**config.mk**
```make
export PLATFORM = sky130hd
export DESIGN_NAME = dmem_access_unit_flat
export DESIGN_NICKNAME = d
export VERILOG_FILES = /design/src/rtl/dmem_access_unit_pkg.sv /design/src/rtl/dmem_access_unit_if.sv /design/src/rtl/dmem_access_unit_store_align.sv /design/src/rtl/dmem_access_unit.sv /design/src/flat_wrapper.sv
export SDC_FILE = /design/constraint.sdc
export NUM_CORES = 1
export LEC_CHECK = 0
export BUFFER_PORTS_ARGS = -buffer_cell sky130_fd_sc_hd__buf_2
export CAP_MARGIN = 10
export CORE_ASPECT_RATIO = 0.75
export CORE_UTILIZATION = 50
export DETAILED_ROUTE_END_ITERATION = 8
export GPL_TIMING_DRIVEN = 1
export HOLD_SLACK_MARGIN = 0.06
export PLACE_DENSITY = 0.83
export SLEW_MARGIN = 15
export SYNTH_ARGS = -nofsm -noshare
export SYNTH_HDL_FRONTEND = slang
export SYNTH_SLANG_ARGS = --single-unit
export TNS_END_PERCENT = 1
```
**constraint.sdc**
```tcl
create_clock -name clk -period 4.4 [get_ports clk]
set_input_delay 0.22 -clock clk [delete_from_list [all_inputs] [get_ports clk]]
set_output_delay 0.22 -clock clk [all_outputs]
set_load 0.01 [all_outputs]
```
**src/rtl/dmem_access_unit_pkg.sv**
```systemverilog
// ---------------------------------------------------------------------------
// dmem_access_unit_pkg
// Shared definitions for the MEM-stage load/store access unit:
//   - WCONV_* access width codes, shared with the load width converter
//   - FSM state encoding for the access controller
//   - byte-enable constants for word and half-word accesses
//   - is_aligned(): natural-alignment check for a width/byte-position pair
// ---------------------------------------------------------------------------
package dmem_access_unit_pkg;

  // Width codes as consumed by the load width converter; 2'b11 is unused.
  localparam logic [1:0] WCONV_WORD = 2'b00;
  localparam logic [1:0] WCONV_HALF = 2'b01;
  localparam logic [1:0] WCONV_BYTE = 2'b10;

  typedef enum logic [1:0] {
    IDLE = 2'd0,
    WAIT = 2'd1,
    RESP = 2'd2
  } state_e;

  localparam logic [3:0] BE_WORD    = 4'b1111;
  localparam logic [3:0] BE_HALF_LO = 4'b0011;
  localparam logic [3:0] BE_HALF_HI = 4'b1100;

  // The unused width code counts as misaligned so it never reaches the bus.
  function automatic logic is_aligned(input logic [1:0] width, input logic [1:0] pos);
    case (width)
      WCONV_WORD: return (pos == 2'b00);
      WCONV_HALF: return !pos[0];
      WCONV_BYTE: return 1'b1;
      default:    return 1'b0;
    endcase
  endfunction

endpackage

```
**src/rtl/dmem_access_unit_if.sv**
```systemverilog
// ---------------------------------------------------------------------------
// dmem_access_unit_if
// Data-memory bus between the access unit (master) and the memory (slave).
//   bus_req   : request, held until bus_ack
//   bus_we    : write strobe
//   bus_addr  : word-aligned byte address
//   bus_be    : byte enables
//   bus_wdata : lane-replicated store data
//   bus_ack   : memory completes the access this cycle
//   bus_rdata : read word, valid with bus_ack
// ---------------------------------------------------------------------------
interface dmem_access_unit_if #(
  parameter int ADDR_W = 32
);
  logic              bus_req;
  logic              bus_we;
  logic [ADDR_W-1:0] bus_addr;
  logic [3:0]        bus_be;
  logic [31:0]       bus_wdata;
  logic              bus_ack;
  logic [31:0]       bus_rdata;

  modport master (
    output bus_req, bus_we, bus_addr, bus_be, bus_wdata,
    input  bus_ack, bus_rdata
  );

  modport slave (
    input  bus_req, bus_we, bus_addr, bus_be, bus_wdata,
    output bus_ack, bus_rdata
  );
endinterface

```
**src/rtl/dmem_access_unit_store_align.sv**
```systemverilog
// ---------------------------------------------------------------------------
// dmem_store_align
// Combinational store formatter.
//   width_i : WCONV_* access width
//   pos_i   : byte position within the word (addr[1:0])
//   wdata_i : right-justified store data
//   be_o    : byte enables for the addressed lanes
//   wdata_o : store data replicated across all lanes, so the enabled lanes
//             always carry the right bytes whatever the position
// ---------------------------------------------------------------------------
module dmem_store_align
  import dmem_access_unit_pkg::*;
(
  input  logic [1:0]  width_i,
  input  logic [1:0]  pos_i,
  input  logic [31:0] wdata_i,
  output logic [3:0]  be_o,
  output logic [31:0] wdata_o
);

  always_comb begin
    be_o = 4'b0000;
    case (width_i)
      WCONV_WORD: be_o = BE_WORD;
      WCONV_HALF: be_o = pos_i[1] ? BE_HALF_HI : BE_HALF_LO;
      WCONV_BYTE: be_o = 4'b0001 << pos_i;
      default:    be_o = 4'b0000;
    endcase
  end

  // Lane gi takes byte 0 for byte stores, byte gi%2 for half stores
  // (giving {d[15:0], d[15:0]}), and its own byte for word stores.
  genvar gi;
  generate
    for (gi = 0; gi < 4; gi++) begin : lane_g
      assign wdata_o[8*gi +: 8] =
        (width_i == WCONV_BYTE) ? wdata_i[7:0] :
        (width_i == WCONV_HALF) ? wdata_i[8*(gi%2) +: 8] :
                                  wdata_i[8*gi +: 8];
    end
  endgenerate

endmodule

```
**src/rtl/dmem_access_unit.sv**
```systemverilog
// ---------------------------------------------------------------------------
// dmem_access_unit
// MEM-stage load/store controller feeding the load width converter.
// Checks alignment, issues one req/ack access on the data-memory bus while
// stalling the pipeline, then presents the raw read word with its width,
// sign and byte position for one cycle.
//   clk, rst_n      : clock, asynchronous active-low reset
//   req_*_i         : pipeline memory op (valid, we, width, sign, addr, wdata)
//   req_ready_o     : unit idle and able to accept
//   stall_o         : freeze upstream pipeline
//   bus             : data-memory bus (master side)
//   resp_*_o        : one-cycle completion (valid, we, rdata, width, sign, pos)
//   err_align_o     : one-cycle misalignment pulse
//   err_timeout_o   : one-cycle bus timeout pulse
// ---------------------------------------------------------------------------
module dmem_access_unit
  import dmem_access_unit_pkg::*;
#(
  parameter int ADDR_W   = 32,
  parameter int MAX_WAIT = 16
) (
  input  logic              clk,
  input  logic              rst_n,
  input  logic              req_valid_i,
  input  logic              req_we_i,
  input  logic [1:0]        req_width_i,
  input  logic              req_sign_i,
  input  logic [ADDR_W-1:0] req_addr_i,
  input  logic [31:0]       req_wdata_i,
  output logic              req_ready_o,
  output logic              stall_o,
  dmem_access_unit_if.master bus,
  output logic              resp_valid_o,
  output logic              resp_we_o,
  output logic [31:0]       resp_rdata_o,
  output logic [1:0]        resp_width_o,
  output logic              resp_sign_o,
  output logic [1:0]        resp_pos_o,
  output logic              err_align_o,
  output logic              err_timeout_o
);

  // Counter value seen on the last permitted WAIT cycle.
  localparam logic [7:0] CNT_LAST = 8'(MAX_WAIT - 1);

  state_e            state_q;
  logic [7:0]        cnt_q;
  logic              bus_req_q;
  logic              bus_we_q;
  logic [ADDR_W-1:0] bus_addr_q;
  logic [3:0]        bus_be_q;
  logic [31:0]       bus_wdata_q;
  logic              we_q;
  logic [1:0]        width_q;
  logic              sign_q;
  logic [1:0]        pos_q;
  logic [31:0]       rdata_q;
  logic              resp_valid_q;
  logic              err_align_q;
  logic              err_timeout_q;

  logic              aligned_d;
  logic              accept_d;
  logic [3:0]        st_be_d;
  logic [31:0]       st_wdata_d;

  dmem_store_align u_store_align (
    .width_i (req_width_i),
    .pos_i   (req_addr_i[1:0]),
    .wdata_i (req_wdata_i),
    .be_o    (st_be_d),
    .wdata_o (st_wdata_d)
  );

  assign aligned_d   = is_aligned(req_width_i, req_addr_i[1:0]);
  assign accept_d    = (state_q == IDLE) && req_valid_i && aligned_d;
  assign req_ready_o = (state_q == IDLE);
  assign stall_o     = accept_d || (state_q == WAIT);

  always_ff @(posedge clk or negedge rst_n) begin
    if (!rst_n) begin
      state_q       <= IDLE;
      cnt_q         <= '0;
      bus_req_q     <= 1'b0;
      bus_we_q      <= 1'b0;
      bus_addr_q    <= '0;
      bus_be_q      <= '0;
      bus_wdata_q   <= '0;
      we_q          <= 1'b0;
      width_q       <= '0;
      sign_q        <= 1'b0;
      pos_q         <= '0;
      rdata_q       <= '0;
      resp_valid_q  <= 1'b0;
      err_align_q   <= 1'b0;
      err_timeout_q <= 1'b0;
    end else begin
      resp_valid_q  <= 1'b0;
      err_align_q   <= 1'b0;
      err_timeout_q <= 1'b0;
      case (state_q)
        IDLE: begin
          if (req_valid_i) begin
            if (!aligned_d) begin
              err_align_q <= 1'b1;
            end else begin
              state_q     <= WAIT;
              cnt_q       <= '0;
              bus_req_q   <= 1'b1;
              bus_we_q    <= req_we_i;
              bus_addr_q  <= {req_addr_i[ADDR_W-1:2], 2'b00};
              // Loads read the whole word; the width converter picks lanes.
              bus_be_q    <= req_we_i ? st_be_d : BE_WORD;
              bus_wdata_q <= req_we_i ? st_wdata_d : 32'd0;
              we_q        <= req_we_i;
              width_q     <= req_width_i;
              sign_q      <= req_sign_i;
              pos_q       <= req_addr_i[1:0];
            end
          end
        end
        WAIT: begin
          // Ack is tested first so that an ack on the last cycle wins.
          if (bus.bus_ack) begin
            bus_req_q    <= 1'b0;
            rdata_q      <= we_q ? 32'd0 : bus.bus_rdata;
            resp_valid_q <= 1'b1;
            state_q      <= RESP;
          end else if (cnt_q == CNT_LAST) begin
            bus_req_q     <= 1'b0;
            err_timeout_q <= 1'b1;
            state_q       <= IDLE;
          end
          cnt_q <= cnt_q + 8'd1;
        end
        RESP:    state_q <= IDLE;
        default: state_q <= IDLE;
      endcase
    end
  end

  assign bus.bus_req   = bus_req_q;
  assign bus.bus_we    = bus_we_q;
  assign bus.bus_addr  = bus_addr_q;
  assign bus.bus_be    = bus_be_q;
  assign bus.bus_wdata = bus_wdata_q;

  assign resp_valid_o  = resp_valid_q;
  assign resp_we_o     = we_q;
  assign resp_rdata_o  = rdata_q;
  assign resp_width_o  = width_q;
  assign resp_sign_o   = sign_q;
  assign resp_pos_o    = pos_q;
  assign err_align_o   = err_align_q;
  assign err_timeout_o = err_timeout_q;

endmodule

```
**src/flat_wrapper.sv**
```systemverilog
// flat-port wrapper written by rule: the top's interface ports become plain ports
module dmem_access_unit_flat import dmem_access_unit_pkg::*;
#(
  parameter int ADDR_W   = 32,
  parameter int MAX_WAIT = 16
)
  (clk, rst_n, req_valid_i, req_we_i, req_width_i, req_sign_i, req_addr_i, req_wdata_i, req_ready_o, stall_o, resp_valid_o, resp_we_o, resp_rdata_o, resp_width_o, resp_sign_o, resp_pos_o, err_align_o, err_timeout_o, bus_bus_req, bus_bus_we, bus_bus_addr, bus_bus_be, bus_bus_wdata, bus_bus_ack, bus_bus_rdata);
  dmem_access_unit_if #(.ADDR_W(ADDR_W)) bus_i ();
  input  logic clk;
  input  logic rst_n;
  input  logic req_valid_i;
  input  logic req_we_i;
  input  logic [1:0] req_width_i;
  input  logic req_sign_i;
  input  logic [ADDR_W-1:0] req_addr_i;
  input  logic [31:0] req_wdata_i;
  output logic req_ready_o;
  output logic stall_o;
  output logic resp_valid_o;
  output logic resp_we_o;
  output logic [31:0] resp_rdata_o;
  output logic [1:0] resp_width_o;
  output logic resp_sign_o;
  output logic [1:0] resp_pos_o;
  output logic err_align_o;
  output logic err_timeout_o;
  output wire logic [$bits(bus_i.bus_req)-1:0] bus_bus_req;
  output wire logic [$bits(bus_i.bus_we)-1:0] bus_bus_we;
  output wire logic [$bits(bus_i.bus_addr)-1:0] bus_bus_addr;
  output wire logic [$bits(bus_i.bus_be)-1:0] bus_bus_be;
  output wire logic [$bits(bus_i.bus_wdata)-1:0] bus_bus_wdata;
  input wire logic [$bits(bus_i.bus_ack)-1:0] bus_bus_ack;
  input wire logic [$bits(bus_i.bus_rdata)-1:0] bus_bus_rdata;
  assign bus_bus_req = bus_i.bus_req;
  assign bus_bus_we = bus_i.bus_we;
  assign bus_bus_addr = bus_i.bus_addr;
  assign bus_bus_be = bus_i.bus_be;
  assign bus_bus_wdata = bus_i.bus_wdata;
  assign bus_i.bus_ack = bus_bus_ack;
  assign bus_i.bus_rdata = bus_bus_rdata;
  dmem_access_unit #(.ADDR_W(ADDR_W), .MAX_WAIT(MAX_WAIT)) u_core (.clk(clk), .rst_n(rst_n), .req_valid_i(req_valid_i), .req_we_i(req_we_i), .req_width_i(req_width_i), .req_sign_i(req_sign_i), .req_addr_i(req_addr_i), .req_wdata_i(req_wdata_i), .req_ready_o(req_ready_o), .stall_o(stall_o), .bus(bus_i), .resp_valid_o(resp_valid_o), .resp_we_o(resp_we_o), .resp_rdata_o(resp_rdata_o), .resp_width_o(resp_width_o), .resp_sign_o(resp_sign_o), .resp_pos_o(resp_pos_o), .err_align_o(err_align_o), .err_timeout_o(err_timeout_o));
endmodule
```
Word level (Yosys, flattened, before mapping) --
Cells that the tools add are included.
Operators by class: add/sub/neg operators 1, multipliers 0, divide/modulo/power cells 0, magnitude comparators 0, equal/unequal tests 7, shift operators 1, muxes and demuxes 32, bitwise logic cells 0, reduce and logical (&&, ||, !) cells 13
Operators with widths (number):
- 32-bit two-way mux | 2
- 8-bit two-way mux | 7
- 8-bit case mux with 2 select lines | 1
- 1-bit two-way mux | 12
- 4-bit case mux with 3 select lines | 1
- 3-bit AND reduction | 3
- 8-bit by 1-bit adder with 8-bit output (second input constant) | 1
- 8-bit by 4-bit equality test with 1-bit output (second input constant) | 1
- 2-bit two-way mux | 4
- 4-bit two-way mux | 2
- 2-bit logical NOT | 3
- 2-bit by 1-bit equality test with 1-bit output (second input constant) | 2
- 2-bit case mux with 2 select lines | 1
- 4-bit AND reduction | 1
- 1-bit by 2-bit left shift with 4-bit output (first input constant) | 1
- 3-bit != test (second input constant) | 1
- 1-bit case mux with 3 select lines | 1
- 2-bit equality test (second input constant) | 1
- 1-bit logical AND | 2
- 2-bit by 1-bit != test with 1-bit output (second input constant) | 1
- 2-bit != test (second input constant) | 1
- 1-bit case mux with 2 select lines | 1
- 2-bit AND reduction | 1
- 2-bit nonzero test | 1
- other kinds (2) | 2
Word-level totals: flip-flop bits (word level) 118, latch bits 0, bits in writable memories 0, memory bits (read-only) 0, input bits 104, output and inout port bits 113, logic and storage cells 68, memories 0

Logic depth before layout (Yosys ltp) --
Gate-level depths: netlist of run 1.
depth after elaboration 5, gate-level depth with buffers 8, gate-level depth less buffers 6

Modules after synthesis --
A second synthesis of run 1 with hierarchy kept.
Unflattened totals: cell total of the unflattened synthesis 586, area total of the unflattened synthesis 5362.6 um^2
By module, submodules not included:
- dmem_access_unit | instances 1, cells an instance 522, area each 4765.8 um^2
- dmem_store_align | instances 1, cells an instance 64, area each 596.8 um^2

Least setup slack after synthesis of run 1 --
OpenSTA, ideal clock, no wires.
path type input to register, start in req_width_i[0], end reg u_core.cnt_q[7], setup time 0.078 ns, arrival time 1.494 ns, required time 4.322 ns, slack 2.828 ns, stages on the path 6, path buffers 1, path through and2b_1 buf_6 a211oi_2 or2_4 or4_1 a21oi_1
Between the ends: cells in the longest elaborated chain, start to end 4, elaborated cells on any way between the ends 6, classes of those cells eq/ne (3); mux (1); reduce/logical (2)
RTL lines:
- from (decl) | RTL line flat_wrapper.sv:13 | input logic [1:0] req_width_i;
- 2-bit equality test, or another cell as far along | RTL line dmem_access_unit_pkg.sv:28 | case (width)
- 1-bit case mux with 3 select lines * | RTL line dmem_access_unit_pkg.sv:28
- 2-bit by 1-bit != test with 1-bit output (no line) *
- 3-bit AND reduction (no line) *
- to (signal assigned) | RTL line dmem_access_unit.sv:134 | cnt_q <= cnt_q + 8'd1;
- to (decl) | RTL line dmem_access_unit.sv:47 | logic [7:0] cnt_q;
Mark *: on every way between the ends. The rest lies on a longest branch, timed or not. A chain may end at the register's enable or synchronous reset.

Worst setup path after layout of run 1 --
start in req_width_i[1], end reg u_core.bus_wdata_q[24] (netlist: u_core.bus.bus_wdata[24])
Between the ends: cells in the longest elaborated chain, start to end 4, elaborated cells on any way between the ends 8, classes of those cells eq/ne (2); mux (4); reduce/logical (2)
RTL lines:
- 2-bit by 1-bit equality test with 1-bit output | RTL line dmem_access_unit_pkg.sv:28, dmem_access_unit_store_align.sv:38
- 8-bit two-way mux | RTL line dmem_access_unit_store_align.sv:38 | (width_i == WCONV_HALF) ? wdata_i[8*(gi%2) +: 8] :
- 8-bit two-way mux | RTL line dmem_access_unit_store_align.sv:37 | (width_i == WCONV_BYTE) ? wdata_i[7:0] :
- 32-bit two-way mux | RTL line dmem_access_unit.sv:114 | bus_wdata_q <= req_we_i ? st_wdata_d : 32'd0;
- to (signal assigned) | RTL line dmem_access_unit.sv:114
- to (decl) | RTL line dmem_access_unit.sv:52 | logic [31:0] bus_wdata_q;
Several ways; a longest one is shown, not always the timed one.

==> results.md, run 1 <==
* CTS clk-pin slew, worst paths at 0.06 ns
* Met1 wire length at 5.996 mm
* Maximum VDD drop at 0.3338 mV
* Setup Skew at 0.008479 ns
* Core footprint at 9891 µm²
* Largest net degree at the start of global routing at 89
* Initial antenna violation count at 1
* GP Congestion at 0.9506
* CTS buffer count at 17
* RSZ-0062 raised after global routing: false
* Initial core utilization at 52.70%
* IO Count at 217
* Met3 WL at 767 µm
* Slowest CP cell: nand3_4
* Yosys cell types at 37
* Drt total wl at 14.08 mm
* Outcome: finished, final reports clean
* Worst Tran Pin Value at 1.029 ns
* H-tree levels at 4
* Leakage power at 0.003904 µW
* GRT overflow at 0
* Final Cycle Share at 58.21%
* Setup TNS at 0 ns
* Syn Std Cell Area at 5212 µm²
* Synth Flop Type: dfrtp_1
* Fillcell total at 710
* Worst rel slew slack at 30.89%
* Crit path launch: req_width_i[1]
* Die height at 90.43 µm
* Largest area contributor in the netlist: dfrtp_1
* DR WL/cell at 15.12 µm
* Max cap viols at 0
* Total track usage at 26.39%
* Die Area at 10840 µm²
* Clock sink count at 118
* Hold Path Class: input port to register
* CP arrival at 2.89 ns
* Nets at 890
* Hold_buf cts at 38
* Share of cells above drive strength 1 at 32.71%
* Slowest stage delay, CP at 0.69 ns
* Root Buffer Master: clkbuf_16
* Synth Register Bits at 118
* Highest routed layer: met4
* CTS tree: done
* Minimum clock period at 2.561 ns
* EDFF count, synth at 0
* Avg Synthesized Cell Area at 9.495 µm²
* Post-synth top cells: nand2_1, dfrtp_1, o21ai_0
* Skew-Pair Late Insertion Delay at 0.40 ns
* Cell with the most instances after synthesis: nand2_1
* Worst EP required at 4.73 ns
* Hold Startpoint: bus_bus_rdata[12]
* Resized Gates After CTS at 0
* Yosys warns at 0
* Power density over the cells at 534.8 nW/µm²
* Row cnt at 31
* Residual DRC count at 0
* Sequential share of the synthesized area at 56.65%
* Area growth, synth to finish at 39.44%
* Final hold viol count at 0
* Vias per Instance at 5.187
* First-pass GRT wire length at 22.49 mm
* # setup viols final at 0
* Fmax at 390.4 MHz
* Vias in the first global route at 4612
* Die width at 119.9 µm
* Final number of max-transition violations at 0
* HPWL after DPL at 9.150 mm
* IO buf count at 214
* Final ANT Viol Nets at 0
* Ys async rst share at 100.0%
* Worst r2r src: u_core.state_q[0]$_DFFE_PN0P_
* Endpoint type of the worst setup path: register
* DR vias at 4829
* Number of DRC markers in iteration 0 at 284
* Critical path cell sequence: buf_2, and2b_1, a21o_1, nand3_4, a211oi_1, a22o_1
* Post-CTS Repair Setup Buffers at 0
* Kind of critical path: input port to register
* Finished Core Util at 73.49%
* Synth top area share at 56.65%
* Maximum fanout along the worst path at 88
* Worst setup SP type: input port
* Clk buf depth at 2
* Total power at 3887 µW
* Cell count after synthesis at 549
* Synth area leaders: dfrtp_1, nand2_1, nand2b_1
* Met2 wire len at 7.041 mm
* First-pass detailed-route iteration total at 5
## routing by layer
layer  global-route usage (%)  vias to the layer above
met5                        0                        -
met4                    10.52                        0
met3                    6.061                       23
met2                    41.81                      187
met1                    35.12                     2335
li1                         -                     2284
## path summary, 6_finish.rpt
kind,end,slack (ns),depth (start not counted)
min in group asynchronous,u_core.bus.bus_wdata[11]$_DFFE_PN0P_,0.53,2
worst max register to register,u_core.bus.bus_wdata[24]$_DFFE_PN0P_,2.17,4
worst min register to register,u_core.bus.bus_wdata[2]$_DFFE_PN0P_,0.46,2
worst max-delay path,u_core.bus.bus_wdata[24]$_DFFE_PN0P_,1.84,6
worst min-delay path,u_core.resp_rdata_o[12]$_DFFE_PN0P_,0.08,3
max in group asynchronous,u_core.cnt_q[7]$_DFFE_PN0P_,2.80,3
## registers in the layout (all words and copies together), names as in the netlist
| name | count |
|---|---|
| u_core.cnt_q | 8 |
| u_core.bus.bus_req | 1 |
| u_core.resp_sign_o | 1 |
| u_core.err_align_o | 1 |
| u_core.resp_we_o | 1 |
| u_core.bus.bus_wdata | 32 |
| u_core.err_timeout_o | 1 |
| u_core.resp_rdata_o | 32 |
| u_core.bus.bus_be | 4 |
| u_core.bus.bus_addr | 30 |
| u_core.resp_width_o | 2 |
| u_core.state_q | 2 |
| u_core.resp_pos_o | 2 |
| u_core.resp_valid_o | 1 |
## logic make-up after synthesis
| group | after synthesis | share of synthesized area, % |
|---|---|---|
| XOR/XNOR | 5 | 0.8401 |
| adder cells (fa/ha/maj) | 3 | 0.6241 |
| multiplexers | 24 | 4.801 |
| other | 1 | 0.07194 |
| AO/OA/AOI/OAI | 83 | 10.51 |
| buffers and inverters | 43 | 3.576 |
| AND/OR/NAND/NOR | 272 | 22.92 |
| flip-flops | 118 | 56.65 |
## report_power, final
part | internal (µW) | switching (µW)
clock | 776 | 505
combinational | 454 | 570
sequential | 1390 | 191
total | 2620 | 1270
## worst max-delay path: cells and delay by family
| family | cells | cell delay, ns |
|---|---|---|
| AOI/OAI and AO/OA | 3 | 0.93 |
| buffers and inverters | 1 | 0.50 |
| and+or+nand+nor | 2 | 1.18 |
## cells in the final DEF, fill, tap and decap left out, drive strengths merged, types with 3 or more instances in the layout
cell and count:
buf 217, dlygate4sd3 38, mux2i 16, nor2b 11, mux2 8, a22o 17, xnor2 5, inv 5
nor2 20, dfrtp 118, nand3 19, clkinvlp 6, o21ai 36, nand2b 34, a21oi 4, clkinv 7
nand2 176, clkbuf 17, nor3b 3, a211oi 17
## area by class of cell
type | instances | area (µm²) | share of cell area (%)
flip-flops and latches | 118 | 2953 | 40.63
multi-input cells | 389 | 2097 | 28.85
repair buffers | 255 | 1476 | 20.31
clock buffers | 17 | 425.4 | 5.853
well taps | 132 | 165.2 | 2.272
clock inverters | 15 | 133.9 | 1.842
inverters | 4 | 15.01 | 0.2066
diodes | 1 | 2.502 | 0.03443
## per-stage QoR
| step | setup slack (ns) | hold slack (ns) | area [µm²] | instances |
|---|---|---|---|---|
| after global placement | 1.693 | 0.4118 | 6326 | 860 |
| after floorplan | 2.828 | -0.07559 | 5216 | 550 |
| after detailed placement | 1.485 | 0.4163 | 6326 | 860 |
| after CTS | 1.882 | 0.06039 | 7266 | 930 |
| after global routing | 1.740 | 0.06433 | 7268 | 931 |
| final | 1.839 | 0.07698 | 7268 | 931 |
Note: power is estimated with default switching activity, not from simulation.
==> inputs of run 2 (changes only) <==
--- a/config.mk
+++ b/config.mk
@@ -5,14 +5,15 @@
 export SDC_FILE = /design/constraint.sdc
 export NUM_CORES = 1
 export LEC_CHECK = 0
+export ABC_AREA = 1
 export BUFFER_PORTS_ARGS = -buffer_cell sky130_fd_sc_hd__buf_2
 export CAP_MARGIN = 10
 export CORE_ASPECT_RATIO = 0.75
-export CORE_UTILIZATION = 50
+export CORE_UTILIZATION = 48
 export DETAILED_ROUTE_END_ITERATION = 8
 export GPL_TIMING_DRIVEN = 1
 export HOLD_SLACK_MARGIN = 0.06
-export PLACE_DENSITY = 0.83
+export PLACE_DENSITY = 0.8
 export SLEW_MARGIN = 15
 export SYNTH_ARGS = -nofsm -noshare
 export SYNTH_HDL_FRONTEND = slang
==> constraint.sdc (replaced) <==
create_clock -name clk -period 2.5 [get_ports clk]
set_input_delay 0.125 -clock clk [delete_from_list [all_inputs] [get_ports clk]]
set_output_delay 0.125 -clock clk [all_outputs]
set_load 0.01 [all_outputs]
==> results.md, run 2 <==
* Worst hold stages at 5 (was 3)
* Residual DRC count at 0 (unchanged)
* CP arrival at 2.02 ns (was 2.89 ns)
* Final Cycle Share at 85.96%
* Total power at 7194 µW (was 3887 µW)
* Worst r2r src: u_core.state_q[1]$_DFFE_PN0P_ (was u_core.state_q[0]$_DFFE_PN0P_)
* Switching Fraction at 30.97% (was 32.57%)
* Critical path cell sequence: nor2_4, inv_2, nor2_2, nand2_4, nand2_1, buf_2 (was buf_2, and2b_1, a21o_1, nand3_4, a211oi_1, a22o_1)
* Vias in the first global route at 5261 (was 4612)
* Post-Layout Cell Count at 1046 (was 931)
* Cell with the most instances after synthesis: nand2_1 (unchanged)
* CTS clk-pin slew, worst paths at 0.05 ns (was 0.06 ns)
* Dpl cells at 930 (was 860)
* Final ANT Viol Nets at 0 (unchanged)
* Kind of critical path: register to primary output (was input port to register)
* Minimum clock period at 2.149 ns
* Hold Path Class: input port to register (unchanged)
* Power density over the cells at 934.7 nW/µm² (was 534.8 nW/µm²)
* Reg2reg end: u_core.bus.bus_be[3]$_DFFE_PN0P_ (was u_core.bus.bus_wdata[24]$_DFFE_PN0P_)
* Largest net degree at the start of global routing at 56 (was 89)
* Worst Hold Path EP: u_core.bus.bus_wdata[24]$_DFFE_PN0P_ (was u_core.resp_rdata_o[12]$_DFFE_PN0P_)
* Sequential share of the synthesized area at 57.45% (was 56.65%)
* Internal power at 4966 µW (was 2621 µW)
* Synth Register Bits at 118 (unchanged)
* Synth top area share at 57.45% (was 56.65%)
* Psw at 2228 µW (was 1266 µW)
* Worst Tran Pin Value at 0.9564 ns (was 1.029 ns)
* Clock sink count at 118 (unchanged)
* Number of DRC markers in iteration 0 at 311 (was 284)
* Leakage power at 0.004326 µW (was 0.003904 µW)
* Highest routed layer: met4 (unchanged)
* Total track usage at 29.45% (was 26.39%)
* Cell count after synthesis at 607 (was 549)
* Met2 wire len at 7.718 mm (was 7.041 mm)
* Avg Synthesized Cell Area at 8.468 µm² (was 9.495 µm²)
* Ys async rst share at 100.0% (unchanged)
* Drt total wl at 15.38 mm (was 14.08 mm)
* DR vias at 5328 (was 4829)
* Skew-Pair Late Insertion Delay at 0.41 ns (was 0.40 ns)
* Most common cell after layout, fill and taps aside: nand2_1 (was buf_2)
* Post-synth top cells: nand2_1, dfrtp_1, nand3_1 (was nand2_1, dfrtp_1, o21ai_0)
* Fillcell total at 736 (was 710)
* Synth Flop Type: dfrtp_1 (unchanged)
* Row cnt at 32 (was 31)
* Yosys warns at 0 (unchanged)
* Met3 WL at 1.009 mm (was 767 µm)
* GRT overflow at 0 (unchanged)
* Syn Std Cell Area at 5140 µm² (was 5212 µm²)
* Synth area leaders: dfrtp_1, nand2_1, nand3_1 (was dfrtp_1, nand2_1, nand2b_1)
* Reg2reg path depth at 6 (was 4)
* CTS tree: done (unchanged)
* Die width at 121.5 µm (was 119.9 µm)
* Nets at 1002 (was 890)
* Slowest CP cell: dfrtp_1 (was nand3_4)
* Yosys cell types at 27 (was 37)
* Maximum fanout along the worst path at 49 (was 88)
* Worst R2R Setup Slack at 0.62 ns (was 2.17 ns)
* Share of total power in the clock network at 35.6% (was 32.9%)
* N_diodes at 0 (was 1)
* RSZ-0062 raised after global routing: false (unchanged)
* Maximum VDD drop at 0.5087 mV (was 0.3338 mV)
* H-tree levels at 4 (unchanged)
* Vias per Instance at 5.094 (was 5.187)
* EDFF count, synth at 0 (unchanged)
* Slowest stage delay, CP at 0.41 ns (was 0.69 ns)
* DR WL/cell at 14.71 µm (was 15.12 µm)
* IO Count at 217 (unchanged)
* Met1 wire length at 6.084 mm (was 5.996 mm)
* Worst setup SP type: register (was input port)
* Resized Gates After CTS at 0 (unchanged)
* Worst rel slew slack at 36.17% (was 30.89%)
* Share of cells above drive strength 1 at 28.46% (was 32.71%)
* # setup viols final at 0 (unchanged)
* Max cap viols at 0 (unchanged)
* Die Area at 11130 µm² (was 10840 µm²)
* First-pass detailed-route iteration total at 5 (unchanged)
* Reg power frac at 38.2% (was 40.7%)
* Largest area contributor in the netlist: dfrtp_1 (unchanged)
* First-pass GRT wire length at 25.14 mm (was 22.49 mm)
* Fmax at 465.3 MHz
* Commonest cells after routing, fill and taps aside: nand2_1, buf_2, dfrtp_1 (was buf_2, nand2_1, dfrtp_1)
* Final number of max-transition violations at 0 (unchanged)
* IO buf count at 214 (unchanged)
* Final hold viol count at 0 (unchanged)
* Endpoint type of the worst setup path: primary output (was register)
* Setup TNS at 0 ns (unchanged)
* Setup Skew at 0.009466 ns (was 0.008479 ns)
* Combinational power share at 26.2% (was 26.3%)
* Initial antenna violation count at 0 (was 1)
* Root Buffer Master: clkbuf_16 (unchanged)
* HPWL after DPL at 9.711 mm (was 9.150 mm)
* Area growth, synth to finish at 49.76% (was 39.44%)
* Clk buf depth at 2 (unchanged)
* Worst EP required at 2.38 ns (was 4.73 ns)
* Hold Startpoint: req_wdata_i[24] (was bus_bus_rdata[12])
* Initial core utilization at 49.76% (was 52.70%)
* Die height at 91.62 µm (was 90.43 µm)
* Core footprint at 10330 µm² (was 9891 µm²)
* GP Congestion at 0.8293 (was 0.9506)
* Outcome: finished, final reports clean (unchanged)
* CTS buffer count at 17 (unchanged)
==> run 2: cell types whose count changed after synthesis, sizes merged, moves of 6 or more <==
cell,change
nand2,+99
mux2i,-16
nand2b,-34
a211oi,-17
mux2,-8
nand3,+37
clkbuf,-15
a22o,-17
inv,+24
buf,+10
o21ai,+19
o211ai,+6
nor2b,-11
==> run 2: logic make-up after synthesis <==
kind of cell | synth area share (%)
compound gates | 7.595
other cells | 0.07296
simple gates | 28.02
buf+inv | 6.281
flops | 57.45
xor+xnor | 0.3409
fa+ha+maj | 0.2434
==> run 2: worst max path at each step <==
| stage | slack [ns] | from | endpoint |
|---|---|---|---|
| floorplan | 1.18 | u_core.state_q[1]$_DFFE_PN0P_ | u_core.bus.bus_wdata[10]$_DFFE_PN0P_ |
| finish | 0.35 | u_core.state_q[1]$_DFFE_PN0P_ | stall_o |
| CTS | 0.36 | u_core.state_q[1]$_DFFE_PN0P_ | stall_o |
| global placement | 0.70 | u_core.state_q[1]$_DFFE_PN0P_ | u_core.resp_we_o$_DFFE_PN0P_ |
| detailed placement | 0.63 | u_core.state_q[1]$_DFFE_PN0P_ | u_core.bus.bus_be[1]$_DFFE_PN0P_ |
| global route | 0.21 | u_core.state_q[1]$_DFFE_PN0P_ | stall_o |
==> run 2: per-stage QoR <==
step                setup WS, ns  hold WS [ns]  cell area (µm²)  util (%)
floorplan                  1.183       -0.1706             5144         -
global placement          0.7045        0.1896             6230     60.31
detailed placement        0.6325        0.1951             6230     60.31
CTS                       0.3578       0.07186             7697     74.52
global route              0.2144        0.1263             7697     74.52
finish                    0.3510       0.08527             7697     74.52
==> run 2: layout make-up <==
class / count / area (µm²) / share of cell area [%]
timing repair buffer: 304 / 1972 / 25.62
tap: 136 / 170.2 / 2.211
clock buffer: 24 / 481.7 / 6.258
multi-input combinational: 428 / 1868 / 24.27
sequential: 118 / 2953 / 38.36
inverter: 28 / 107.6 / 1.398
clock inverter: 8 / 145.1 / 1.886
==> run 2: power groups by stage <==
| stage | sequential, µW | combinational (µW) | clock, µW |
|---|---|---|---|
| 6_report | 2750 | 1890 | 2560 |
| 5_1_grt | 2800 | 2090 | 2690 |
| 4_1_cts | 2730 | 1870 | 2600 |
| 3_5_place_dp | 2750 | 1770 | 0 |
| 3_3_place_gp | 2730 | 1710 | 0 |
| 2_1_floorplan | 2990 | 680 | 0 |
==> run 2: repair_timing <==
| item | in CTS | in global routing |
|---|---|---|
| buffers inserted | 0 | 0 |
| hold endpoints to repair | 132 | 0 |
| hold buffers | 84 | 0 |
==> run 2: critical path, delay by kind of cell (launching register included) <==
kind	cells	cell delay, ns
flops	1	0.41
buf+inv	2	0.24
simple gates	4	0.96
==> run 2: per-layer routing <==
| layer | vias up | track usage (%) |
|---|---|---|
| li1 | 2510 | - |
| met1 | 2533 | 34.92 |
| met2 | 235 | 49.01 |
| met3 | 50 | 7.711 |
| met4 | 0 | 15.74 |
| met5 | - | 0 |
==> inputs of run 3 (changes only) <==
--- a/config.mk
+++ b/config.mk
@@ -5,15 +5,15 @@
 export SDC_FILE = /design/constraint.sdc
 export NUM_CORES = 1
 export LEC_CHECK = 0
-export ABC_AREA = 1
+export ABC_AREA = 0
 export BUFFER_PORTS_ARGS = -buffer_cell sky130_fd_sc_hd__buf_2
 export CAP_MARGIN = 10
 export CORE_ASPECT_RATIO = 0.75
-export CORE_UTILIZATION = 48
+export CORE_UTILIZATION = 43
 export DETAILED_ROUTE_END_ITERATION = 8
 export GPL_TIMING_DRIVEN = 1
 export HOLD_SLACK_MARGIN = 0.06
-export PLACE_DENSITY = 0.8
+export PLACE_DENSITY = 0.76
 export SLEW_MARGIN = 15
 export SYNTH_ARGS = -nofsm -noshare
 export SYNTH_HDL_FRONTEND = slang
==> constraint.sdc (replaced) <==
create_clock -name clk -period 1.96 [get_ports clk]
set_input_delay 0.098 -clock clk [delete_from_list [all_inputs] [get_ports clk]]
set_output_delay 0.098 -clock clk [all_outputs]
set_load 0.01 [all_outputs]
==> results.md, run 3 (same netlist as run 1, synthesis figures left out) <==
* Outcome: finished, final reports clean (unchanged)
* Largest net degree at the start of global routing at 66 (was 56)
* Critical path cell sequence: dlygate4sd3_1, buf_2, nor2_1, a211oi_2, or2_4, or4_1, a21oi_1 (was nor2_4, inv_2, nor2_2, nand2_4, nand2_1, buf_2)
* Nets at 940 (was 1002)
* Final number of max-transition violations at 0 (unchanged)
* IO buf count at 214 (unchanged)
* Max cap viols at 0 (unchanged)
* DR vias at 5026 (was 5328)
* Footprint of the multi-input gates at 2097 µm² (was 1868 µm²)
* Setup TNS at 0 ns (unchanged)
* Clock sink count at 118 (unchanged)
* GRT overflow at 0 (unchanged)
* Leakage power at 0.004197 µW (was 0.004326 µW)
* Final Cycle Share at 85.92%
* Worst setup SP type: input port (was register)
* Row cnt at 34 (was 32)
* Die height at 97.35 µm (was 91.62 µm)
* Crit-path leading delay family: simple AND/OR/NAND/NOR gates (unchanged)
* Post-CTS Repair Setup Buffers at 0 (unchanged)
* HPWL after DPL at 9.601 mm (was 9.711 mm)
* Setup Skew at 0.009032 ns (was 0.009466 ns)
* Most common cell after layout, fill and taps aside: buf_2 (was nand2_1)
* Fmax at 593.8 MHz
* Slowest CP cell: dlygate4sd3_1 (was dfrtp_1)
* Number of DRC markers in iteration 0 at 240 (was 311)
* Total power at 9434 µW (was 7194 µW)
* Worst EP required at 2.28 ns (was 2.38 ns)
* Slowest stage delay, CP at 0.53 ns (was 0.41 ns)
* Worst rel slew slack at 43.72% (was 36.17%)
* Hold Path Class: input port to register (unchanged)
* First-pass detailed-route iteration total at 4 (was 5)
* Initial core utilization at 44.56% (was 49.76%)
* RSZ-0062 raised after global routing: false (unchanged)
* Endpoint type of the worst setup path: register (was primary output)
* Clk buf depth at 2 (unchanged)
* Fillcell total at 900 (was 736)
* H-tree levels at 4 (unchanged)
* Total track usage at 25.27% (was 29.45%)
* Final ANT Viol Nets at 0 (unchanged)
* First-pass GRT wire length at 24.35 mm (was 25.14 mm)
* Skew-Pair Late Insertion Delay at 0.40 ns (was 0.41 ns)
* Die Area at 12570 µm² (was 11130 µm²)
* Core footprint at 11700 µm² (was 10330 µm²)
* Initial antenna violation count at 1 (was 0)
* Residual DRC count at 0 (unchanged)
* Power density over the cells at 1191 nW/µm² (was 934.7 nW/µm²)
* Resized Gates After CTS at 0 (unchanged)
* Vias per Instance at 4.976 (was 5.094)
* Kind of critical path: input port to register (was register to primary output)
* Minimum clock period at 1.684 ns
* Worst Tran Pin Value at 0.8441 ns (was 0.9564 ns)
* CP arrival at 2.01 ns (was 2.02 ns)
* Share of cells above drive strength 1 at 32.11% (was 28.46%)
* Area growth, synth to finish at 51.90% (was 49.76%)
* CTS clk-pin slew, worst paths at 0.05 ns (about the same)
* GP Congestion at 0.8619 (was 0.8293)
* Final hold viol count at 0 (unchanged)
* FF/Latch Area at 2953 µm² (unchanged)
* Hold_buf cts at 76 (was 84)
* IO Count at 217 (unchanged)
* Drt total wl at 15.13 mm (was 15.38 mm)
* Commonest cells after routing, fill and taps aside: buf_2, nand2_1, dfrtp_1 (was nand2_1, buf_2, dfrtp_1)
* CTS tree: done (unchanged)
* Vias in the first global route at 5057 (was 5261)
* # setup viols final at 0 (unchanged)
* CTS buffer count at 17 (unchanged)
* DR WL/cell at 14.98 µm (was 14.71 µm)
* Maximum fanout along the worst path at 6 (was 49)
* Root Buffer Master: clkbuf_16 (unchanged)
* CP bufs+invs at 2 (unchanged)
* Die width at 129.1 µm (was 121.5 µm)
* Maximum VDD drop at 0.8308 mV (was 0.5087 mV)
==> run 3: changes by cell type in the layout (fill, tap and decap cells not counted), sizes merged, moves of 6 or more <==
cell	before	now
nand3	56	19
mux2i	0	16
nor2b	0	11
inv	28	5
mux2	0	8
o211ai	8	2
dlygate4sd3	84	76
o21ai	55	36
a22o	0	17
buf	220	229
nand2b	0	34
a211oi	0	17
nand2	275	176
==> run 3: stage by stage <==
stage / cell area (µm²) / hold slack [ns] / util [%] / setup slack, ns / cells
floorplan: 5216 / -0.1976 / - / 0.4308 / 550
global placement: 6491 / 0.1327 / 55.49 / 0.3671 / 902
detailed placement: 6491 / 0.1398 / 55.49 / 0.3300 / 902
CTS: 7915 / 0.06545 / 67.66 / 0.2614 / 1009
global route: 7918 / 0.06808 / 67.68 / 0.1533 / 1010
finish: 7918 / 0.08225 / 67.68 / 0.2759 / 1010
==> run 3: worst paths after layout <==
kind / start / end / slack, ns / depth (start not counted)
setup / recovery: req_addr_i[0] / u_core.cnt_q[7]$_DFFE_PN0P_ / 0.28 / 7
min in group asynchronous: rst_n / u_core.bus.bus_addr[17]$_DFFE_PN0P_ / 0.24 / 2
hold / removal: req_wdata_i[22] / u_core.bus.bus_wdata[22]$_DFFE_PN0P_ / 0.08 / 4
setup reg to reg: u_core.state_q[1]$_DFFE_PN0P_ / u_core.cnt_q[7]$_DFFE_PN0P_ / 0.34 / 4
hold reg to reg: u_core.bus.bus_wdata[4]$_DFFE_PN0P_ / u_core.bus.bus_wdata[4]$_DFFE_PN0P_ / 0.46 / 2
max in group asynchronous: rst_n / u_core.bus.bus_addr[4]$_DFFE_PN0P_ / 1.09 / 3
==> run 3: power breakdown <==
group	internal, µW	total, µW	switching (µW)
Clock	2360	3440	1090
Sequential	3120	3570	443
Combinational	1110	2420	1310
Total	6590	9430	2840
==> run 3: tightest hold or removal path: cells and delay by family <==
family	cells	cell delay [ns]
compound gates	1	0.12
simple gates	1	0.09
buf+inv	1	0.08
mux	1	0.06
==> run 3: area by class of cell <==
cell class / count / area share, %
Inverter: 4 / 0.1896
Multi-Input combinational cell: 389 / 26.49
Clock inverter: 11 / 2.481
Timing Repair Buffer: 305 / 25.06
Clock buffer: 20 / 5.894
Tap cell: 162 / 2.560
Antenna cell: 1 / 0.03161
Sequential cell: 118 / 37.29
==> run 3: routing by layer <==
metal | vias to the layer above | wire [µm] | GRT usage, %
li1 | 2389 | - | -
met5 | - | 0 | 0
met3 | 41 | 829 | 5.452
met4 | 0 | 508 | 12.49
met1 | 2403 | 6187 | 30.34
met2 | 193 | 7607 | 42.72
